--- src/rtl/mem_lsu.sv ---
// Memory-access stage: passes ALU results through in one cycle, runs the
// data-memory request/ready handshake for loads and stores, and stalls upstream meanwhile.
module mem_lsu #(
  parameter int ADDR_W = 32,
  parameter int DATA_W = 32
) (
  input  logic              clk,
  input  logic              rst,
  input  logic              valid_i,
  input  logic [4:0]        wd_i,
  input  logic              wreg_i,
  input  logic [DATA_W-1:0] wdata_i,
  input  logic [3:0]        mem_op_i,
  input  logic              mem_unsigned_i,
  input  logic [DATA_W-1:0] store_data_i,
  output logic              stallreq_o,
  output logic              wb_valid_o,
  output logic [4:0]        wd_o,
  output logic              wreg_o,
  output logic [DATA_W-1:0] wdata_o,
  output logic              misalign_o,
  output logic              mem_req_o,
  output logic              mem_we_o,
  output logic [ADDR_W-1:0] mem_addr_o,
  output logic [3:0]        mem_be_o,
  output logic [DATA_W-1:0] mem_wdata_o,
  input  logic              mem_ready_i,
  input  logic [DATA_W-1:0] mem_rdata_i
);

  typedef enum logic {S_IDLE, S_ACCESS} state_t;

  state_t            state;
  logic [ADDR_W-1:0] lat_addr;
  logic [1:0]        lat_size;
  logic              lat_store;
  logic              lat_uns;
  logic [4:0]        lat_wd;
  logic              lat_wreg;
  logic [3:0]        lat_be;
  logic [DATA_W-1:0] lat_wdata;

  logic [ADDR_W-1:0] addr;
  logic [1:0]        size;
  logic              bad_access;
  logic              issue;
  logic              in_access;
  logic [3:0]        be_next;
  logic [DATA_W-1:0] wdata_next;
  logic [DATA_W-1:0] load_data;

  assign addr = wdata_i[ADDR_W-1:0];
  assign size = mem_op_i[1:0];

  // NOTE: every signal written in an always_comb gets a default first, so no path leaves it unassigned and no latch is inferred.
  always_comb begin
    bad_access = 1'b0;
    be_next    = 4'b1111;
    wdata_next = store_data_i;
    case (size)
      2'b00: begin
        be_next    = 4'b0001 << addr[1:0];
        wdata_next = {4{store_data_i[7:0]}};
      end
      2'b01: begin
        bad_access = addr[0];
        be_next    = addr[1] ? 4'b1100 : 4'b0011;
        wdata_next = {2{store_data_i[15:0]}};
      end
      2'b10:   bad_access = (addr[1:0] != 2'b00);
      default: bad_access = 1'b1;
    endcase
  end

  always_comb begin
    load_data = mem_rdata_i;
    case (lat_size)
      2'b00: begin
        load_data[7:0]  = mem_rdata_i[8*lat_addr[1:0] +: 8];
        load_data[31:8] = {24{~lat_uns & load_data[7]}};
      end
      2'b01: begin
        load_data[15:0]  = mem_rdata_i[16*lat_addr[1] +: 16];
        load_data[31:16] = {16{~lat_uns & load_data[15]}};
      end
      default: load_data = mem_rdata_i;
    endcase
  end

  assign issue      = (state == S_IDLE) && valid_i && mem_op_i[3] && !bad_access;
  assign in_access  = (state == S_ACCESS) && !rst;
  assign stallreq_o = !rst && ((state == S_ACCESS) ? !mem_ready_i : issue);

  // Memory port is driven only from the latched copy, so it is stable until ready.
  assign mem_req_o   = in_access;
  assign mem_we_o    = in_access && lat_store;
  assign mem_addr_o  = in_access ? {lat_addr[ADDR_W-1:2], 2'b00} : '0;
  assign mem_be_o    = in_access ? lat_be : 4'b0000;
  assign mem_wdata_o = in_access ? lat_wdata : '0;

  // NOTE: sequential state uses non-blocking assignments so every register samples pre-edge values.
  always_ff @(posedge clk) begin
    if (rst) begin
      state      <= S_IDLE;
      wb_valid_o <= 1'b0;
      wd_o       <= '0;
      wreg_o     <= 1'b0;
      wdata_o    <= '0;
      misalign_o <= 1'b0;
      lat_addr   <= '0;
      lat_size   <= '0;
      lat_store  <= 1'b0;
      lat_uns    <= 1'b0;
      lat_wd     <= '0;
      lat_wreg   <= 1'b0;
      lat_be     <= '0;
      lat_wdata  <= '0;
    end else begin
      wb_valid_o <= 1'b0;
      misalign_o <= 1'b0;
      case (state)
        S_IDLE: begin
          if (valid_i && !mem_op_i[3]) begin
            wb_valid_o <= 1'b1;
            wd_o       <= wd_i;
            wreg_o     <= wreg_i;
            wdata_o    <= wdata_i;
          end else if (valid_i && bad_access) begin
            wb_valid_o <= 1'b1;
            wd_o       <= wd_i;
            wreg_o     <= 1'b0;
            wdata_o    <= '0;
            misalign_o <= 1'b1;
          end else if (issue) begin
            state     <= S_ACCESS;
            lat_addr  <= addr;
            lat_size  <= size;
            lat_store <= mem_op_i[2];
            lat_uns   <= mem_unsigned_i;
            lat_wd    <= wd_i;
            lat_wreg  <= wreg_i;
            lat_be    <= be_next;
            lat_wdata <= wdata_next;
          end
        end
        S_ACCESS: begin
          if (mem_ready_i) begin
            state      <= S_IDLE;
            wb_valid_o <= 1'b1;
            wd_o       <= lat_wd;
            wreg_o     <= lat_store ? 1'b0 : lat_wreg;
            wdata_o    <= lat_store ? '0 : load_data;
          end
        end
        default: state <= S_IDLE;
      endcase
    end
  end

endmodule

--- config.mk ---
export PLATFORM = sky130hd
export DESIGN_NAME = mem_lsu
export DESIGN_NICKNAME = d
export VERILOG_FILES = /design/src/rtl/mem_lsu.sv
export SDC_FILE = /design/constraint.sdc
export NUM_CORES = 1
export LEC_CHECK = 0
export BUFFER_PORTS_ARGS = -buffer_cell sky130_fd_sc_hd__buf_4
export CAP_MARGIN = 40
export CORE_MARGIN = 1
export CORE_UTILIZATION = 42
export DETAILED_ROUTE_END_ITERATION = 6
export PLACE_DENSITY = 0.75
export SYNTH_ARGS = -nofsm -noshare
export SYNTH_HDL_FRONTEND = slang
export SYNTH_SLANG_ARGS = --single-unit
--- constraint.sdc ---
create_clock -name clk -period 2.15 [get_ports clk]
set_input_delay 0.215 -clock clk [delete_from_list [all_inputs] [get_ports clk]]
set_output_delay 0.215 -clock clk [all_outputs]
set_load 0.005 [all_outputs]
Word-level counts from Yosys, hierarchy flattened. Index checks and enable logic that the tools add are counted.

Bitwise logic cells: 6. Equal/unequal tests: 5. Mux-type cells: 32. Reductions and logical operators: 18. Shift operators: 3.

Operator list (number): 32-bit two-way mux (6); 32-bit case mux with 2 select lines (3); 32-bit by 6-bit indexed part select with 16-bit output (1); 32-bit by 6-bit indexed part select with 8-bit output (1); 5-bit two-way mux (3); 1-bit two-way mux (12); 5-bit case mux with 2 select lines (1); 1-bit logical AND (8); 4-bit two-way mux (2); 4-bit case mux with 2 select lines (1); 1-bit case mux with 2 select lines (3); 2-bit by 1-bit equality test with 1-bit output (second input constant) (2); 1-bit logical NOT (4); 2-bit logical NOT (2); 1-bit NOT (4); 4-bit AND reduction (1); 1-bit by 2-bit << shifter with 4-bit output (first input constant) (1); 3-bit by 1-bit inequality test with 1-bit output (second input constant) (1); 1-bit case mux with 3 select lines (1); 3-bit OR reduction (1); 1-bit bitwise AND (2); 2-bit equality test (second input constant) (1); 2-bit inequality test (second input constant) (1); 2-bit AND reduction (1); 2-bit nonzero test (1).

Output and inout bits: 111. Register bits: 119. Input port bits: 111. Word-level logic and storage cells: 78.

Logic depth before layout (Yosys ltp).
Depth in word-level cells: 8. Depth in mapped cells: 7. Mapped depth without buffers: 4.

Least setup slack after synthesis. Ideal clock, no wire load.

Path type: register to register. Start: register lat_size[0]. End: register wdata_o[22]. Clock period less this slack: 1.619 ns. Path slack: 0.531 ns. Cell stages (with the launch flop): 6. Data arrival time: 1.528 ns. Path through: dfxtp_1 or3b_2 o22ai_1 o21ai_2 buf_2 a311oi_1.

Longest elaborated chain between the ends: 5.

Ends and longest elaborated chain: start, declared (RTL line 35) `logic [1:0] lat_size;`; start signal, assigned (RTL line 137) `lat_size <= size;`; 2-bit by 1-bit equality test with 1-bit output / 2-bit logical NOT (equally long branches) (RTL line 77) `case (lat_size)`; 32-bit case mux with 2 select lines (*) (RTL line 77); 32-bit two-way mux (*) (RTL line 152) `wdata_o <= lat_store ? '0 : load_data;`; 32-bit two-way mux (*) (RTL line 147) `if (mem_ready_i) begin`; 32-bit case mux with 2 select lines (*) (RTL line 121) `case (state)`; end signal, assigned (RTL line 127) `wdata_o <= wdata_i;`; end signal, assigned (RTL line 152); end, declared (RTL line 20) `output logic [DATA_W-1:0] wdata_o,`.

Every way passes the cells marked *; elsewhere a longest branch is shown, timed or not. The select of a mux whose other input is x is not followed. A chain may end at the register's enable or synchronous reset.

Worst setup path in the final report.
Start: register state. End: output port stallreq_o.

Longest elaborated chain between the ends: 6.

Ends and longest elaborated chain: start, declared (RTL line 33) `state_t state;`; start signal, assigned (RTL line 104) `state <= S_IDLE;`; start signal, assigned (RTL line 135) `state <= S_ACCESS;`; start signal, assigned (RTL line 148) `state <= S_IDLE;`; 1-bit NOT (no source line); 1-bit logical AND (3 in series) (RTL line 90) `assign issue = (state == S_IDLE) && valid_i && mem_op_i[3] && !bad_access;`; 1-bit two-way mux (*) (RTL line 92) `assign stallreq_o = !rst && ((state == S_ACCESS) ? !mem_ready_i : issue);`; 1-bit logical AND (*) (RTL line 92); end, declared (RTL line 16) `output logic stallreq_o,`.

Every way passes the cells marked *; elsewhere a longest branch is shown, timed or not.

==> results.cfg <==
[outcome]
status = completed

[floorplanning]
io_pins = 222
dieHeight_um = 120.4
die_w_um = 120.4
initial_core_util_pct = 43.74
die_area_mm2 = 0.01449
coreArea_mm2 = 0.01345
rows = 42

[timing]
slew_violations = 0
fmax_mhz = 492.3
max_slew_margin_pct = 58.07
worst_pin_slew_ps = 626.6
final.setup.tns_ps = 0
rsz0062_at_grt = no
setup_viol = 0
clock_skew_ps = 7.588
finalHoldViolations = 0
period_share_pct = 94.47
timing.final.crit_period_ps = 2031

[grt]
first_global_vias = 5584
antenna_found_initial = 0
grt_max_degree = 63
grt_pass1_wl_um = 29500
grt_overflow_total = 0
grt_use_total_pct = 26.36

[power]
p_sw_share_pct = 24.44
p_comb_share_pct = 14.1
p_int_mw = 4.714
p_seq_share_pct = 38.5
ir_drop_v = 0.0005307
powerDensity_mw_per_mm2 = 755.0
clkPwrFrac_pct = 47.4
p_switching_mw = 1.525
p_leak_nw = 3.431

[final_layout]
antennaDiodeCount = 0
syn_to_final_growth_pct = 40.42
layout.nets = 1018
final_common_cell = buf_4
finalNonFillerCells = 1096
drive_gt1_share_pct = 31.20
n_fill_cell = 1205
most-common-layout-cells = buf_4 (238), nand2_1 (144), dfxtp_1 (119)

[synth]
synthXorXnorAreaFrac_pct = 0
synth-seq-area-share_pct = 40.48
synth-compound-area-share_pct = 26.30
yosysWarnings = 0
synth.area.mux_share_pct = 6.294
syn_area_mm2 = 0.005884
synth_top_family_by_area = compound AO/OA/AOI/OAI gates
synthTopCellsByArea = dfxtp_1 (40%), nand2_1 (9.2%), a21oi_1 (8.5%), and2_1 (7.4%), mux2i_1 (6.3%)
synth_area_per_cell_um2 = 8.184
synth_area_leader_cell = dfxtp_1
synth.distinct_cells = 42
synthSimpleGateAreaFrac_pct = 20.82
netlist.area_leader.share_pct = 40.48
synth_edf_count = 0
synthAdderAreaFrac_pct = 0
syn_inst = 719
async_reset_ff_share_pct = 0
synth-main-ff-cell = dfxtp_1
synth.ff_latch_count = 119

[worst_hold_path]
hold_class = in2reg
holdPathStages = 3

[placed_design]
place.port_buffers = 219
hpwl_um = 13510
dp.cells = 1064
finalWeightedCongestion = 0.8303

[drt]
first_iter_violations = 504
drc = 0
ant_nets = 0
dr.pass1.iters = 7
vias_per_cell = 5.521
wl_per_cell_um = 17.62
routed_wl_um = 19310
routed-via-count = 6051

[clock_tree]
cts-root-buf = clkbuf_16
clock_sinks = 119
clkSlewWorstSetupHoldPaths_ps = 50
clock_latency_ps = 420
cts_hold_buffers = 0
cts_buffers = 17
cts_tree = done
clk_path_buf_depth = 2
h-tree-depth = 4

[setup_path]
crit_type = reg2out
start_kind = flip-flop
cp.required_ps = 1930
crit_fanout = 19
end_kind = output port
reg2reg_depth = 5
arrival_ps = 1820

[job]
drv_cap = 0
[logic make-up (layout without fill, tap and decap cells)]
kind of cell           count (synthesis)  after routing
other                                  1              2
AO/OA/AOI/OAI                        225            225
AND/OR/NAND/NOR                      260            260
flip-flops                           119            119
buffers and inverters                 77            277
multiplexers                          37             37
[registers in the layout, summed over array words and instances, names as in the netlist, 2 cells and up]
| register | count |
|---|---|
| lat_addr | 32 |
| lat_wdata | 32 |
| wdata_o | 32 |
| lat_wd | 5 |
| wd_o | 5 |
| lat_be | 4 |
| lat_size | 2 |
[final cells by class]
| class | count | area, µm² | area share (%) |
|---|---|---|---|
| well taps | 176 | 220.2 | 2.665 |
| clock buffers | 23 | 498.0 | 6.027 |
| multi-input cells | 524 | 3173 | 38.40 |
| inverters | 3 | 11.26 | 0.1363 |
| flip-flops and latches | 119 | 2382 | 28.83 |
| clock inverters | 9 | 120.1 | 1.454 |
| repair buffers | 242 | 1858 | 22.49 |
[path summary, 6_finish.rpt]
check                       from      endpoint  slack [ps]
hold / removal    mem_unsigned_i       lat_uns          50
setup / recovery           state    stallreq_o         120
hold reg to reg     lat_addr[28]  lat_addr[28]         450
setup reg to reg     lat_size[1]   wdata_o[10]         240
[synthesized netlist by cell type (11+ instances only)]
master / instances
nand2_1: 144
dfxtp_1: 119
a21oi_1: 100
and2_1: 70
clkbuf_1: 43
mux2i_1: 37
a311oi_1: 32
nor2_1: 21
a211oi_1: 18
a22oi_1: 17
buf_2: 17
nor2b_1: 12
o21ai_0: 11
[layer usage]
metal / part of all wire, % / GRT usage [%]
met2: 47 / 41.24
met1: 42 / 34.31
met5: 0 / 0
met3: 8.6 / 7.736
met4: 2.2 / 9.645
[metrics by stage]
| stage | util, % | worst slack (ps) | power, mW | instance area [µm²] | hold WS (ps) |
|---|---|---|---|---|---|
| 6_report | 61.42 | 118.9 | 6.238 | 8263 | 47.88 |
| 5_1_grt | 61.42 | 42.09 | 6.469 | 8263 | 43.58 |
| 4_1_cts | 61.29 | 32.52 | 6.270 | 8245 | 34.29 |
| 3_5_place_dp | 56.70 | 191.0 | 3.316 | 7627 | 441.8 |
| 3_3_place_gp | 56.70 | 274.9 | 3.304 | 7627 | 437.6 |
| 2_1_floorplan | - | 530.9 | 2.882 | 5888 | 351.0 |
[power groups by stage]
stage | Sequential [mW] | Combinational (mW) | Clock, mW
after floorplan | 2.44 | 0.446 | 0
after global placement | 2.44 | 0.859 | 0
after detailed placement | 2.45 | 0.868 | 0
after CTS | 2.40 | 0.871 | 3.00
after global routing | 2.42 | 0.953 | 3.10
final | 2.40 | 0.880 | 2.95
[critical path, cell delays in order, from the launching register on]
cell      delay, ps
dfxtp_1         300
buf_4           180
nand3b_1        280
a21o_4          330
a21oi_1         160
buf_4           140
[timing repair]
action                                  CTS  global route
endpoints found under the setup margin    0             7
hold endpoints to repair                  0             0
gates resized for setup                   0             3
buffers inserted                          0             0
Power figures use the tool's default switching activity.
